$ cat src/rtl/control_pipe.sv
// Control pipeline: combinational opcode decode feeding DEPTH control stages (EX, MEM, ..., WB)
// with load-use stall and flush bubbles. Define CTRL_ILLEGAL_TRAP_EN to trap illegal opcodes.
module control_pipe #(
  parameter int OPC_W  = 7,
  parameter int REG_AW = 5,
  parameter int DEPTH  = 3
) (
  input  logic              clk,
  input  logic              rst,
  input  logic              in_valid,
  input  logic [OPC_W-1:0]  opcode,
  input  logic [REG_AW-1:0] rs1,
  input  logic [REG_AW-1:0] rs2,
  input  logic [REG_AW-1:0] rd,
  input  logic              flush,
  output logic              stall,
  output logic              ex_valid,
  output logic              ex_branch,
  output logic              ex_jalr,
  output logic              ex_jump,
  output logic [1:0]        ex_ALUOp,
  output logic              ex_ALUSrc1,
  output logic              ex_ALUSrc2,
  output logic [REG_AW-1:0] ex_rd,
  output logic              mem_valid,
  output logic              mem_MemRead,
  output logic              mem_MemWrite,
  output logic              wb_valid,
  output logic              wb_RegWrite,
  output logic [1:0]        wb_WRFSel,
  output logic [REG_AW-1:0] wb_rd,
  output logic              illegal
);

`ifdef CTRL_ILLEGAL_TRAP_EN
  localparam bit TRAP_EN = 1'b1;
`else
  localparam bit TRAP_EN = 1'b0;
`endif

  typedef struct packed {
    logic       branch;
    logic       jalr;
    logic       jump;
    logic       mem_read;
    logic       mem_write;
    logic       alu_src1;
    logic       alu_src2;
    logic       reg_write;
    logic [1:0] alu_op;
    logic [1:0] wrf_sel;
  } ctrl_t;

  typedef struct packed {
    logic              valid;
    ctrl_t             ctrl;
    logic [REG_AW-1:0] rd;
  } stage_t;

  typedef enum logic [4:0] {
    OP_LOAD   = 5'b00000,
    OP_IMM    = 5'b00100,
    OP_AUIPC  = 5'b00101,
    OP_STORE  = 5'b01000,
    OP_REG    = 5'b01100,
    OP_LUI    = 5'b01101,
    OP_BRANCH = 5'b11000,
    OP_JALR   = 5'b11001,
    OP_JAL    = 5'b11011
  } major_op_e;

  logic [4:0] major_op;
  ctrl_t      dec_ctrl;
  logic       dec_legal;
  logic       trap_kill;
  stage_t     stage1_d;
  stage_t     pipe_q [1:DEPTH];

  assign major_op = opcode[OPC_W-1:OPC_W-5];

  generate
    if (OPC_W > 5) begin : g_low_bits
      logic unused_opcode_low;
      assign unused_opcode_low = ^opcode[OPC_W-6:0];
    end
  endgenerate

  // NOTE: every field gets a default before the case so no path leaves a latch behind.
  always_comb begin
    dec_ctrl  = '0;
    dec_legal = 1'b1;
    case (major_op)
      OP_REG: begin
        dec_ctrl.reg_write = 1'b1;
        dec_ctrl.alu_op    = 2'b10;
        dec_ctrl.wrf_sel   = 2'b10;
      end
      OP_IMM: begin
        dec_ctrl.reg_write = 1'b1;
        dec_ctrl.alu_src2  = 1'b1;
        dec_ctrl.alu_op    = 2'b11;
        dec_ctrl.wrf_sel   = 2'b10;
      end
      OP_LOAD: begin
        dec_ctrl.mem_read  = 1'b1;
        dec_ctrl.reg_write = 1'b1;
        dec_ctrl.alu_src2  = 1'b1;
      end
      OP_STORE: begin
        dec_ctrl.mem_write = 1'b1;
        dec_ctrl.alu_src2  = 1'b1;
      end
      OP_BRANCH: begin
        dec_ctrl.branch = 1'b1;
        dec_ctrl.alu_op = 2'b01;
      end
      OP_JAL: begin
        dec_ctrl.jump      = 1'b1;
        dec_ctrl.alu_src1  = 1'b1;
        dec_ctrl.alu_src2  = 1'b1;
        dec_ctrl.reg_write = 1'b1;
        dec_ctrl.wrf_sel   = 2'b01;
      end
      OP_JALR: begin
        dec_ctrl.jalr      = 1'b1;
        dec_ctrl.alu_src2  = 1'b1;
        dec_ctrl.reg_write = 1'b1;
        dec_ctrl.wrf_sel   = 2'b01;
      end
      OP_LUI: begin
        dec_ctrl.alu_src2  = 1'b1;
        dec_ctrl.reg_write = 1'b1;
        dec_ctrl.wrf_sel   = 2'b11;
      end
      OP_AUIPC: begin
        dec_ctrl.alu_src1  = 1'b1;
        dec_ctrl.alu_src2  = 1'b1;
        dec_ctrl.reg_write = 1'b1;
        dec_ctrl.wrf_sel   = 2'b10;
      end
      default: dec_legal = 1'b0;
    endcase
  end

  // Load-use hazard against the load sitting in EX; a taken flush kills the consumer anyway.
  assign stall = in_valid && pipe_q[1].valid && pipe_q[1].ctrl.mem_read &&
                 (pipe_q[1].rd != '0) &&
                 ((pipe_q[1].rd == rs1) || (pipe_q[1].rd == rs2)) && !flush;

  assign trap_kill = TRAP_EN && !dec_legal;

  // Anything not entering EX as a live instruction is a fully zeroed bubble.
  always_comb begin
    stage1_d = '0;
    if (in_valid && !flush && !stall && !trap_kill) begin
      stage1_d.valid = 1'b1;
      stage1_d.ctrl  = dec_ctrl;
      stage1_d.rd    = rd;
    end
  end

  // NOTE: sequential state uses non-blocking assignments so every stage samples the
  // pre-edge value of its predecessor.
  // NOTE: the pipeline registers are reset because a stale valid/RegWrite after reset
  // would commit a phantom instruction; this is a few flops, not a memory array.
  always_ff @(posedge clk or posedge rst) begin
    if (rst) begin
      for (int k = 1; k <= DEPTH; k++) pipe_q[k] <= '0;
    end else begin
      pipe_q[1] <= stage1_d;
      for (int k = 2; k <= DEPTH; k++) pipe_q[k] <= pipe_q[k-1];
    end
  end

`ifdef CTRL_ILLEGAL_TRAP_EN
  logic illegal_q;

  always_ff @(posedge clk or posedge rst) begin
    if (rst) begin
      illegal_q <= 1'b0;
    end else if (in_valid && !flush && trap_kill) begin
      illegal_q <= 1'b1;
    end
  end

  assign illegal = illegal_q;
`else
  assign illegal = 1'b0;
`endif

  assign ex_valid     = pipe_q[1].valid;
  assign ex_branch    = pipe_q[1].ctrl.branch;
  assign ex_jalr      = pipe_q[1].ctrl.jalr;
  assign ex_jump      = pipe_q[1].ctrl.jump;
  assign ex_ALUOp     = pipe_q[1].ctrl.alu_op;
  assign ex_ALUSrc1   = pipe_q[1].ctrl.alu_src1;
  assign ex_ALUSrc2   = pipe_q[1].ctrl.alu_src2;
  assign ex_rd        = pipe_q[1].rd;

  assign mem_valid    = pipe_q[2].valid;
  assign mem_MemRead  = pipe_q[2].ctrl.mem_read;
  assign mem_MemWrite = pipe_q[2].ctrl.mem_write;

  assign wb_valid     = pipe_q[DEPTH].valid;
  assign wb_RegWrite  = pipe_q[DEPTH].ctrl.reg_write;
  assign wb_WRFSel    = pipe_q[DEPTH].ctrl.wrf_sel;
  assign wb_rd        = pipe_q[DEPTH].rd;

endmodule
$ cat config.mk
export PLATFORM = sky130hd
export DESIGN_NAME = control_pipe
export DESIGN_NICKNAME = d
export VERILOG_FILES = /design/src/rtl/control_pipe.sv
export SDC_FILE = /design/constraint.sdc
export NUM_CORES = 1
export LEC_CHECK = 0
export CORE_ASPECT_RATIO = 0.5
export CORE_MARGIN = 2
export CORE_UTILIZATION = 47
export CTS_CLUSTER_DIAMETER = 150
export CTS_CLUSTER_SIZE = 12
export DETAILED_ROUTE_END_ITERATION = 12
export PLACE_DENSITY_LB_ADDON = 0.2
export SYNTH_ARGS = -nofsm -noshare
export SYNTH_HDL_FRONTEND = slang
export SYNTH_SLANG_ARGS = --single-unit
$ cat constraint.sdc
create_clock -name clk -period 5.4 [get_ports clk]
set_input_delay 1.08 -clock clk [delete_from_list [all_inputs] [get_ports clk]]
set_output_delay 1.08 -clock clk [all_outputs]
set_load 0.1 [all_outputs]
**Word-level counts from Yosys, hierarchy flattened**

Cells that the tools add are included.

- Register bits after elaboration: 38
- Bits in latches: 0
- Bits in writable memories: 0
- Bits in read-only memories: 0
- Output and inout bits: 27
- Word-level logic and storage cells: 60
- Memories kept: 0

- Add/subtract/negate cells: 0
- Multiply operators: 0
- Divide/modulo/power cells: 0
- $lt $le $gt $ge: 0
- Equality and inequality tests: 10
- Shift operators: 0
- Mux-type cells: 11
- Bitwise operators: 0
- Reductions and logical operators: 17

Operators by type and width:

| kind | count |
|---|---|
| $mux 18 | 1 |
| $eq 5x4->1 const B | 3 |
| $eq 5x5->1 const B | 3 |
| $reduce_or 7->1 | 2 |
| $pmux 2 s3 | 2 |
| $eq 5x3->1 const B | 2 |
| $eq 5x5->1 | 2 |
| $mux 1 | 8 |
| $logic_and 1x1->1 | 7 |
| $logic_not 5->1 | 1 |
| $reduce_bool 5->1 | 1 |
| $reduce_or 2->1 | 2 |
| $reduce_or 3->1 | 1 |
| $logic_not 1->1 | 2 |
| $logic_or 1x1->1 | 1 |

**Longest topological paths before layout**

Gate-level depths: netlist of run 1.

- Depth in word-level cells: 8
- Mapped depth: 6

**Worst setup path after synthesis of run 1**

Ideal clock, no wire load.

- Path type: input port to output port
- Start: input in_valid
- End: output stall
- Arrival: 2.147 ns
- Required time: 4.320 ns
- Setup slack: 2.173 ns
- Cell stages on the path: 5
- Path buffers: 2
- Cell sequence: nor2b_1 clkbuf_2 o2111ai_2 a21oi_4 buf_6

- Word-level cells in the longest chain between the ends: 5

RTL lines:

| element | line | text |
|---|---|---|
| start: declaration | 10 | `input logic in_valid,` |
| $logic_and 1x1->1 (3 in a row) | 146 | `assign stall = in_valid && pipe_q[1].valid && pipe_q[1].ctrl.mem_read &&` |
| $logic_and 1x1->1 | 147 | `(pipe_q[1].rd != '0) &&` |
| $logic_and 1x1->1 | 148 | `((pipe_q[1].rd == rs1) \|\| (pipe_q[1].rd == rs2)) && !flush;` |
| end: declaration | 16 | `output logic stall,` |

Every way passes these cells.

**Worst setup path after layout of run 1**

Same ends and word-level chain as after synthesis.

==> results, run 1 <==
- The kind of start point of the critical path is an input port.
- The H-tree depth is 2.
- The clock tree from TritonCTS is built.
- Net switching is 27.0% of the power.
- The worst setup path is of the in2out kind.
- Once detail routing completed, the nets flagged for antenna violations numbered 0.
- The post-route netlist has between 8 and 9% of its cells at a drive strength greater than 1.
- The clock passes through at most 2 buffers.
- Once the clock tree was built, the resizer swapped 0 gates to a different size.
- The initial utilization of the core area, before any placement, comes to between 40% and 50%.
- During synthesis, Yosys emitted a total of 0 warnings.
- TritonCTS created 5 clock buffers.
- The final HPWL from detailed placement is 1890 µm.
- Hold repair after CTS inserted 0 buffers.
- The cell-internal power is 0.000427 W.
- After the first detailed-routing iteration, the DRC count stood at 31.
- The count of input and output buffers is 49.
- The post-synthesis sequential element count is 38.
- The number of search-and-repair iterations in the first detailed-routing pass is 4.
- The pin count of the biggest net entering global routing is 39.
- The final routed DRC violation total is 0.
- Combinational cells account for between 15 and 20% of the total power.
- Across the VDD grid, the largest voltage drop is around 0.16 mV.
- The combined area of the multi-input logic cells is 404 µm².
- The synthesized area per cell is roughly 12 µm².
- The design area is 2010 µm².
- The net count of the finished layout is approximately 190.
- The overall global routing resource usage is 16.1%.
- The first global-routing pass estimated 4410 µm of wire.
- The number of inserted diodes is 0.
- Dividing the detail-routed wire length by the instance count gives between 10 and 15 µm.
- The standby leakage power is 0.904 nW.
- The post-layout instance count excluding filler cells is 204.
- The die boundary width is 83.7 µm.
- The number of setup buffers added after CTS is 0.
- Setup repair after global routing left no endpoint under its margin.
- The sequential power share is 50.7%.
- The area share of and/or/nand/nor cells after synthesis is 14.9%.
- The top-level port count is 53.
- The cell chosen for the clock root is sky130_fd_sc_hd__clkbuf_8.
- The total clock sinks is 38.
- The instance count of the mapped netlist is 122.
- The routed wire length is 2660 µm.
- The worst setup path is captured at a primary output.
- The synthesized netlist devotes around 6.0% of its cell area to compound gates.
- On the final layout, the worst clock skew is between 0.006 and 0.007 ns.
- The vertical die dimension is 43.8 µm.
- The portion of the post-synthesis area used by sequential elements is 63.8%.
- The final standard cell utilization of the core is 66.6%.
- For this design the ratio of total power to cell area is 291 nW/µm².
- STA puts the critical path data arrival time at approximately 2.9 ns.
- The transition time at the pin with the least slew margin is about 0.97 ns.
- The max-slew violation total from the final report is 0.
- The clock share of power is 32.9%.
- The routed design could run at a clock period as short as a little under 4 ns.
- The detail-routed via count per cell is 4.98.
- The unique cell type count in the Yosys netlist is 26.
- After detailed placement, the total cell area comes to approximately 1900 µm².
- The analysis attributes to net switching a power of 0.000158 W.
- Multiplexer cells account for 0% of the synthesized area.
- The minimum hold slack is 0.347 ns.
- The highest clock frequency the design can meet is 253 MHz.
- The post-route clock period utilization is 73.2%.
- The routability congestion estimate from global placement is 0.915.
- The largest family of logic cells by synthesized area is simple AND/OR/NAND/NOR gates.
- The number of filler cells placed in the layout is 253.
- For the worst setup path, the data required time is 4.32 ns.
- The placeable core region is about 3000 µm².
- The clock slew seen by the registers of the worst setup and hold paths is 0.07 ns.
- The sequential cells in the finished layout cover a total of ~950 µm².
- Including well taps, the total number of placed cells is 196.
- The total overflow left after global routing is 0.
- Summed over all failing endpoints, the final setup total negative slack is 0 ns.
- The row count is 14.
- The share of synthesized cell area in full adder, half adder and majority cells is 0%.
- The number of nets handed over by synthesis was roughly 150.
- The area growth from synthesis to layout is 34.6%.
- In this run the cell area of the synthesized design comes to roughly 1500 µm².
- The final hold violation count is 0.
- The clock latency at the later pin of the worst-skew pair is between 0.2 and 0.3 ns.
- The floorplan step defined a die boundary enclosing roughly 3700 µm².
- The largest fanout on the critical path is 19.
- The class of the tightest hold or removal check is reg2reg.
- The number of global-route vias before repair came to 977.
- Of the total synthesized cell area, the portion taken by XOR and XNOR cells is under 10%.
- The number of antenna violations at the first check in global routing is 0.
- The final route contains 1015 vias.
- The flow ran to the end, and the final reports show no timing, DRC or antenna violations.
- The worst pin sits at a relative slew slack of 34.8%.
- The final number of setup-violating endpoints is 0.
- The tool flagged a number of max-cap violations equal to 0.
## placed cells by master (no fill, tap or decap), drive strengths merged
cell type | synthesis | layout
nand2b | 2 | 2
dfrtp | 38 | 38
clkinv | 0 | 1
or3 | 2 | 2
a32oi | 1 | 1
xnor2 | 4 | 4
conb | 1 | 1
or2 | 1 | 1
clkbuf | 1 | 7
nor2 | 13 | 13
nand2 | 10 | 10
xor2 | 6 | 6
a2111oi | 1 | 1
nor3b | 1 | 1
o2111ai | 1 | 1
nor2b | 1 | 1
nand3 | 3 | 3
a21oi | 3 | 3
o21ai | 1 | 1
nand4b | 1 | 1
clkdlybuf4s50 | 0 | 48
buf | 16 | 3
or4 | 3 | 3
a211oi | 1 | 1
nor3 | 9 | 9
inv | 2 | 2
## logic make-up after synthesis
group                     count (synthesis)
AOI/OAI and AO/OA                         8
and+or+nand+nor                          46
xor gates and xnor gates                 10
buffers and inverters                    19
DFF                                      38
other                                     1
## synthesized netlist by cell type (all sizes together)
master | instances | area, µm²
a2111oi | 1 | 27.5
a211oi | 1 | 7.51
a21oi | 3 | 26.3
a32oi | 1 | 8.76
buf | 16 | 124
clkbuf | 1 | 5.00
conb | 1 | 3.75
dfrtp | 38 | 951
inv | 2 | 7.51
nand2 | 10 | 37.5
nand2b | 2 | 12.5
nand3 | 3 | 15.0
nand4b | 1 | 8.76
nor2 | 13 | 48.8
nor2b | 1 | 6.26
nor3 | 9 | 45.0
nor3b | 1 | 7.51
o2111ai | 1 | 15.0
o21ai | 1 | 5.00
or2 | 1 | 6.26
or3 | 2 | 12.5
or4 | 3 | 22.5
xnor2 | 4 | 35.0
xor2 | 6 | 52.6
## through the flow
step	setup slack, ns	total power [W]
global placement	1.47	0.000396
global route	1.30	0.000611
detailed placement	1.44	0.000398
CTS	1.43	0.000591
finish	1.45	0.000584
floorplan	2.17	0.000367
## critical path, cell delays in order
cell                              delay [ns]
sky130_fd_sc_hd__clkdlybuf4s50_1        0.47
sky130_fd_sc_hd__nor2b_1                0.12
sky130_fd_sc_hd__buf_4                  0.18
sky130_fd_sc_hd__o2111ai_2              0.16
sky130_fd_sc_hd__a21oi_4                0.46
sky130_fd_sc_hd__buf_4                  0.39
## flip-flops by register name (all words and copies together), names as in the netlist, 2 cells and up
signal and flops:
pipe_q 13, ex_rd 5, wb_rd 5, ex_ALUOp 2, wb_WRFSel 2
## path summary, 6_finish.rpt
kind,startpoint,end,cells after the start,slack [ns]
max reg2reg,ex_rd[2],ex_ALUOp[1],5,3.66
min in group asynchronous,rst,wb_rd[1],3,1.21
min,pipe_q[18],wb_rd[0],0,0.35
min reg2reg,pipe_q[18],wb_rd[0],0,0.35
max,in_valid,stall,6,1.45
max in group asynchronous,rst,ex_valid,3,3.86
## power groups by stage
stage | Combinational (W) | Clock, W | Sequential, W
final | 0.0000959 | 0.000192 | 0.000296
after global routing | 0.000102 | 0.000213 | 0.000297
after CTS | 0.0000967 | 0.000198 | 0.000296
after detailed placement | 0.0000963 | 0 | 0.000302
after global placement | 0.0000950 | 0 | 0.000301
after floorplan | 0.0000529 | 0 | 0.000314
## area by class of cell
type	instances	area share [%]
clock buffers	7	4.30
clock inverters	1	0.249
inverters	2	0.374
multi-input cells	65	20.1
flip-flops and latches	38	47.4
well taps	40	2.49
repair buffers	51	25.1
## layer usage
layer | GRT usage, % | vias up | part of all wire, %
li1 | - | 471 | -
met1 | 19.2 | 493 | 40
met2 | 27.7 | 49 | 51
met3 | 5.90 | 2 | 8.0
met4 | 5.81 | 0 | 0.72
met5 | 0 | - | 0
Power figures use the tool's default switching activity.
==> run 2, diff against run 1 <==
--- a/config.mk
+++ b/config.mk
@@ -7,7 +7,7 @@
 export LEC_CHECK = 0
 export CORE_ASPECT_RATIO = 0.5
 export CORE_MARGIN = 2
-export CORE_UTILIZATION = 47
+export CORE_UTILIZATION = 39
 export CTS_CLUSTER_DIAMETER = 150
 export CTS_CLUSTER_SIZE = 12
 export DETAILED_ROUTE_END_ITERATION = 12
==> constraint.sdc (replaced) <==
create_clock -name clk -period 3.4 [get_ports clk]
set_input_delay 0.68 -clock clk [delete_from_list [all_inputs] [get_ports clk]]
set_output_delay 0.68 -clock clk [all_outputs]
set_load 0.1 [all_outputs]
==> run 2 against run 1 <==
Net effect: sequential share of layout area is 0.78 points lower; wire length is 0.53% lower; global-route usage is 2.1 points lower; design area is 1.7% higher; worst setup slack worse by 0.73 ns; combinational power is 57% higher; flip-flop and latch count stayed put; hold slack better by 0.0018 ns; final cell count is 5.9% higher; first-iteration DRC count is 42% higher; critical endpoint unchanged.
==> results, run 2 (synthesis gave the netlist of run 1 again) <==
- The number of antenna violations at the first check in global routing is 0 (unchanged).
- STA classifies the critical path startpoint as an input port.
- The global-route wire length before repair was 4400 µm (-0.16%).
- The die area was 4360 µm² (+19%).
- The transition time at the pin with the least slew margin is 0.972 ns (-0.00319 ns).
- Setup repair after global routing left no endpoint under its margin.
- The count of nets after finishing is 190 (+0.53%).
- The total negative slack came to 0 ns (unchanged).
- The flip-flop count of the largest register, all copies and words added is 13 (unchanged).
- The minimum hold slack came to 0.349 ns (+0.00181 ns).
- The cell with the largest stage delay on the worst path is sky130_fd_sc_hd__clkdlybuf4s50_1.
- The area of all sequential standard cells is 951 µm² (unchanged).
- The pin count of the biggest net entering global routing was 39 (unchanged).
- The residual antenna-violating net count after detailed routing is 0 (unchanged).
- The critical path goes through clkdlybuf4s50_1 > xor2_1 > nor3_1 > nand3_1 > a21oi_4 > buf_12.
- The number of filler cells placed in the layout came to 308 (+22%).
- The tree is rooted in a sky130_fd_sc_hd__clkbuf_8.
- The top-level port count is 53 (unchanged).
- The number of global-route vias before repair is 961 (-1.6%).
- The area after detailed placement is 1930 µm² (+0.85%).
- The buffer depth of the longest clock path is 2 (unchanged).
- The final HPWL from detailed placement is 1880 µm (-0.38%).
- The final hold violation count is 0 (unchanged).
- The critical path is of the in2out type.
- The vertical die dimension was 47.7 µm (+8.9%).
- The row count is 15 (+1).
- TritonCTS built the clock tree.
- The standby leakage power is 0.934 nW (+3.3%).
- The count of buffer and inverter cells on the critical path came to 2 (-1).
- The worst supply voltage drop on vdd is 0.164 mV (+0.60%).
- The largest stage delay on the critical path was 0.41 ns (-0.06 ns).
- The H-tree depth is 2 (unchanged).
- The placeable core region came to 3550 µm² (+18%).
- The number of violations reported at the end of detailed-routing iteration 0 is 44 (+42%).
- Leaving out fill and tap cells, the most frequent cell in the layout is sky130_fd_sc_hd__clkdlybuf4s50_1.
- The number of search-and-repair iterations in the first detailed-routing pass was 4 (unchanged).
- The post-cts hold buffer count is 0 (unchanged).
- The TritonCTS buffer count came to 5 (unchanged).
- Timing would allow up to 372 MHz.
- The final number of setup-violating endpoints came to 0 (unchanged).
- The power consumption is 0.000990 W (+69%).
- The startpoint identified for the worst register-to-register timing path is ex_rd[1].
- The post-CTS resize count is 0 (unchanged).
- The initial cell density of the core came to 42.0% (-7.5 points).
- The max-slew violation total from the final report came to 0 (unchanged).
- The cell depth of the worst setup path was 6 (unchanged).
- The power per unit of standard cell area came to 485 nW/µm² (+67%).
- STA classifies the critical path endpoint as a primary output.
- The flow ran to the end, and the final reports show no timing, DRC or antenna violations.
- The total vias in the final route is 980 (-3.4%).
- The worst-case reg-to-reg path depth was 5 (unchanged).
- The detail-routed via count per cell came to 4.54 (-8.8%).
- The clock slew seen by the registers of the worst setup and hold paths was 0.07 ns (about the same).
- The largest fanout on the critical path came to 2 (-17).
- The combined area of the multi-input logic cells was 404 µm² (unchanged).
- The reg2reg setup slack is 1.54 ns (-2.12 ns).
- The count of max-cap constraint violations is 0 (unchanged).
- The endpoint identified for the worst register-to-register timing path is ex_ALUOp[0].
- From synthesis to final layout, the design area changed by 36.8%.
- The design area came to 2040 µm² (+1.7%).
- The worst slew margin relative to its limit came to 35.0% (+0.21 points).
- The path class of the tightest hold or removal check is reg2reg.
- The worst endpoint required time was 2.72 ns (-1.60 ns).
- The worst hold path begins at pipe_q[27].
- The routability congestion estimate from global placement was 0.798 (-13%).
- The worst setup skew after layout is 0.00419 ns (-0.00245 ns).
- The register ranked first by flip-flop count is pipe_q.
- The total clock sinks is 38 (unchanged).
- The cell depth of the worst hold path came to 0 (unchanged).
- The leftover overflow at the end of global routing is 0 (unchanged).
- The post-CTS setup buffer count is 0 (unchanged).
- The fraction of final layout cells with drive strength greater than 1 came to 13.9% (+5.4 points).
- Among cell families on the critical path, the largest total delay comes from buffers and inverters.
- The die boundary width came to 91.5 µm (+9.3%).
- The clock period minus worst slack is between 2 and 3 ns.
- The critical path arrival is 2.01 ns (-0.86 ns).
- The final routed DRC violation total is 0 (unchanged).
- The final critical path takes up between 70% and 80% of the cycle.
- The count of input and output buffers is 49 (unchanged).
- Leaving out fill and tap cells, the most frequent cells in the layout are sky130_fd_sc_hd__clkdlybuf4s50_1 (41), sky130_fd_sc_hd__dfrtp_1 (38), sky130_fd_sc_hd__nor2_1 (13), sky130_fd_sc_hd__nand2_1 (10), sky130_fd_sc_hd__buf_4 (10).
- The routed wire length was 2640 µm (-0.53%).
- The worst hold path terminates at wb_RegWrite.
- The clock latency at the later pin of the worst-skew pair was 0.29 ns (about the same).
- The average routed wire per standard cell is 12.2 µm (-6.1%).
- The overall global routing resource usage is 14.0% (-2.1 points).
- The number of inserted diodes is 0 (unchanged).
-- run 2: area by class of cell --
type | instances | share of cell area (%)
tap | 51 | 3.13
sequential | 38 | 46.6
clock buffer | 5 | 3.37
timing repair buffer | 52 | 24.8
inverter | 2 | 0.368
clock inverter | 3 | 1.96
multi-input combinational | 65 | 19.8
-- run 2: how the worst max path moves through the flow --
| stage | from | end | slack, ns |
|---|---|---|---|
| 3_5_place_dp | rs2[2] | stall | 0.70 |
| 4_1_cts | rs2[2] | stall | 0.70 |
| 2_1_floorplan | ex_valid | stall | 0.92 |
| 3_3_place_gp | rs2[2] | stall | 0.71 |
| 6_report | rs2[2] | stall | 0.71 |
| 5_1_grt | in_valid | stall | 0.64 |
-- run 2: where the power goes --
part	internal (W)	switching (W)	total [W]	leakage [nW]
logic	0.0000493	0.000102	0.000151	0.358
registers	0.000463	0.00000680	0.000470	0.518
clock network	0.000216	0.000153	0.000368	0.0579
-- run 2: layer usage --
layer  track usage [%]  routed length, µm  share of wire (%)  vias to the layer above
li1                  -                  -                  -                      468
met1              17.1               1200                 45                      464
met2              21.9               1200                 45                       41
met3              4.88                183                6.9                        7
met4              10.0                 64                2.4                        0
met5                 0                  0                  0                        -
-- run 2: stage by stage --
step | utilization, % | std cells | setup slack [ns]
final | 57.5 | 216 | 0.714
after global routing | 57.5 | 216 | 0.639
after CTS | 57.5 | 216 | 0.696
after detailed placement | 54.5 | 208 | 0.703
after global placement | 54.5 | 208 | 0.715
after floorplan | - | 122 | 0.923
==> run 3, diff against run 2 <==
--- a/config.mk
+++ b/config.mk
@@ -7,7 +7,7 @@
 export LEC_CHECK = 0
 export CORE_ASPECT_RATIO = 0.5
 export CORE_MARGIN = 2
-export CORE_UTILIZATION = 39
+export CORE_UTILIZATION = 44
 export CTS_CLUSTER_DIAMETER = 150
 export CTS_CLUSTER_SIZE = 12
 export DETAILED_ROUTE_END_ITERATION = 12
==> constraint.sdc (replaced) <==
create_clock -name clk -period 2.5 [get_ports clk]
set_input_delay 0.5 -clock clk [delete_from_list [all_inputs] [get_ports clk]]
set_output_delay 0.5 -clock clk [all_outputs]
set_load 0.1 [all_outputs]
==> run 3 against run 2 <==
Net effect: sequential power grew 36%; worst setup slack got worse by 0.53 ns; design area decreased by 4.3%; clock power up 4%; wire length decreased by 1.5%; count of clock-buffer cells in the layout up 1; sequential share of layout area increased by 2.1 points; global-route usage grew 0.81 points; first-iteration DRC count shrank 30%; register-to-register slack got worse by 0.85 ns; largest power group unchanged.
==> results, run 3 (synthesis gave the netlist of run 1 again) <==
- The average routed wire per standard cell is 12.8 µm (+4.3%).
- The count of nets after finishing is 190 (unchanged).
- The net switching power figure is 0.000339 W (+30%).
- The number of search-and-repair iterations in the first detailed-routing pass was 4 (unchanged).
- The flip-flop count of the largest register, all copies and words added is 13 (unchanged).
- The number of global-route vias before repair is 919 (-4.4%).
- Leaving out fill and tap cells, the most frequent cells in the layout are sky130_fd_sc_hd__dfrtp_1 (38), sky130_fd_sc_hd__buf_4 (28), sky130_fd_sc_hd__clkdlybuf4s50_1 (23), sky130_fd_sc_hd__nor2_1 (13), sky130_fd_sc_hd__nand2_1 (10).
- The area of all sequential standard cells came to 951 µm² (unchanged).
- The clock tree from TritonCTS is built.
- The leftover overflow at the end of global routing is 0 (unchanged).
- The final standard cell utilization of the core is 62.6% (+5.1 points).
- The die area is 3900 µm² (-11%).
- The total clock sinks was 38 (unchanged).
- The critical path in this run is classified as in2out.
- The worst endpoint required time is 2.00 ns (-0.72 ns).
- The clock share of power came to 31.2% (-6.0 points).
- The combined area of the multi-input logic cells was 404 µm² (unchanged).
- The overall global routing resource usage came to 14.8% (+0.81 points).
- The H-tree depth came to 2 (unchanged).
- The buffer depth of the longest clock path is 2 (unchanged).
- The power per unit of standard cell area came to 627 nW/µm² (+29%).
- The row count is 14 (-1).
- The total vias in the final route was 962 (-1.8%).
- The post-CTS resize count was 0 (unchanged).
- The detail-routed via count per cell came to 4.72 (+3.9%).
- The initial cell density of the core came to 47.8% (+5.8 points).
- The fraction of final layout cells with drive strength greater than 1 is 23.8% (+9.8 points).
- The growth of design area from synthesis to finish is 31.0%.
- The final HPWL from detailed placement came to 1880 µm (-0.26%).
- The logic gate share of total power is 16.6% (+1.3 points).
- The fraction of power spent switching nets is 27.7% (+1.3 points).
- The number of antenna violations at the first check in global routing is 0 (unchanged).
- The commonest non-fill, non-tap cell in the layout is sky130_fd_sc_hd__dfrtp_1.
- The clock latency at the later pin of the worst-skew pair came to 0.28 ns (about the same).
- The worst supply voltage drop on vdd is 0.267 mV (+62%).
- The standby leakage power is 0.948 nW (+1.4%).
- Ranked by flip-flop count, first place goes to pipe_q.
- The max-slew violation total from the final report was 0 (unchanged).
- The routability congestion estimate from global placement is 0.915 (+15%).
- The count of input and output buffers is 49 (unchanged).
- The class of the tightest hold or removal check is reg2reg.
- The top-level port count is 53 (unchanged).
- The routed wire length came to 2600 µm (-1.5%).
- The cell-internal power is 0.000886 W (+22%).
- The final routed DRC violation total is 0 (unchanged).
- The post-CTS setup buffer count came to 0 (unchanged).
- Setup repair after global routing left no endpoint under its margin.
- The placeable core region is 3120 µm² (-12%).
- The die boundary width is 86.3 µm (-5.6%).
- The critical path arrival is 1.81 ns (-0.20 ns).
- The number of violations reported at the end of detailed-routing iteration 0 is 31 (-30%).
- In the finished design, the share of the clock period the worst path needs comes to 92.5%.
- For this run, the top clock speed supported by timing is between 400 and 500 MHz.
- The post-cts hold buffer count is 0 (unchanged).
- Subtracting the final worst setup slack from the clock period gives 2.31 ns.
- The number of filler cells placed in the layout is 266 (-14%).
- The final number of setup-violating endpoints was 0 (unchanged).
- The residual antenna-violating net count after detailed routing was 0 (unchanged).
- The sequential power share is 52.2% (+4.7 points).
- The count of max-cap constraint violations came to 0 (unchanged).
- The total negative slack came to 0 ns (unchanged).
- The endpoint type of the worst setup path is a primary output.
- The kind of start point of the critical path is an input port.
- The cell chosen for the clock root is sky130_fd_sc_hd__clkbuf_8.
- The final hold violation count was 0 (unchanged).
- The worst setup skew after layout is 0.00294 ns (-0.00125 ns).
- The pin count of the biggest net entering global routing is 39 (unchanged).
- The clock slew seen by the registers of the worst setup and hold paths came to 0.07 ns (about the same).
- The number of inserted diodes was 0 (unchanged).
- The TritonCTS buffer count was 5 (unchanged).
- The largest fanout on the critical path was 2 (unchanged).
- The global-route wire length before repair came to 4170 µm (-5.3%).
- The run finished with clean final reports.
- The vertical die dimension is 45.2 µm (-5.4%).
==> run 3: critical path, cell delays in order <==
cell and delay (ns):
sky130_fd_sc_hd__clkdlybuf4s50_1 0.42, sky130_fd_sc_hd__xor2_1 0.14, sky130_fd_sc_hd__nor3_1 0.18, sky130_fd_sc_hd__nand3_1 0.16, sky130_fd_sc_hd__a21oi_4 0.22, sky130_fd_sc_hd__buf_12 0.19
==> run 3: cell type report <==
| class | instances | area share [%] |
|---|---|---|
| repair buffers | 52 | 23.6 |
| flip-flops and latches | 38 | 48.7 |
| clock buffers | 6 | 3.72 |
| inverters | 2 | 0.384 |
| well taps | 40 | 2.56 |
| multi-input cells | 65 | 20.7 |
| clock inverters | 1 | 0.384 |
==> run 3: metal layers <==
metal,vias to the layer above,part of all wire [%],GRT usage (%)
li1,469,-,-
met1,456,43,18.2
met2,37,48,21.8
met3,0,8.4,7.50
met4,0,0,7.50
met5,-,0,0
==> run 3: path summary, 6_finish.rpt <==
path,cells after the start,startpoint,to,slack [ns]
max in group asynchronous,3,rst,wb_rd[4],1.54
worst min register to register,0,pipe_q[48],mem_MemWrite,0.35
worst min-delay path,0,pipe_q[48],mem_MemWrite,0.35
min in group asynchronous,3,rst,wb_rd[1],0.63
worst max register to register,5,ex_rd[1],ex_ALUOp[1],0.69
worst max-delay path,6,rs2[2],stall,0.19
==> run 3: power groups by stage <==
stage | clock (W) | sequential [W] | combinational [W]
floorplan | 0 | 0.000679 | 0.000114
global placement | 0 | 0.000651 | 0.000203
detailed placement | 0 | 0.000652 | 0.000204
CTS | 0.000402 | 0.000640 | 0.000205
global route | 0.000428 | 0.000642 | 0.000215
finish | 0.000382 | 0.000640 | 0.000203
==> run 3: metrics by stage <==
stage	instance area (µm²)	total power [W]	std cells	worst slack [ns]	hold slack (ns)
global route	1950	0.00129	204	0.0680	0.355
finish	1950	0.00122	204	0.187	0.348
global placement	1870	0.000854	197	0.182	0.332
CTS	1950	0.00125	204	0.172	0.351
detailed placement	1870	0.000856	197	0.176	0.335
floorplan	1490	0.000793	122	0.203	0.331
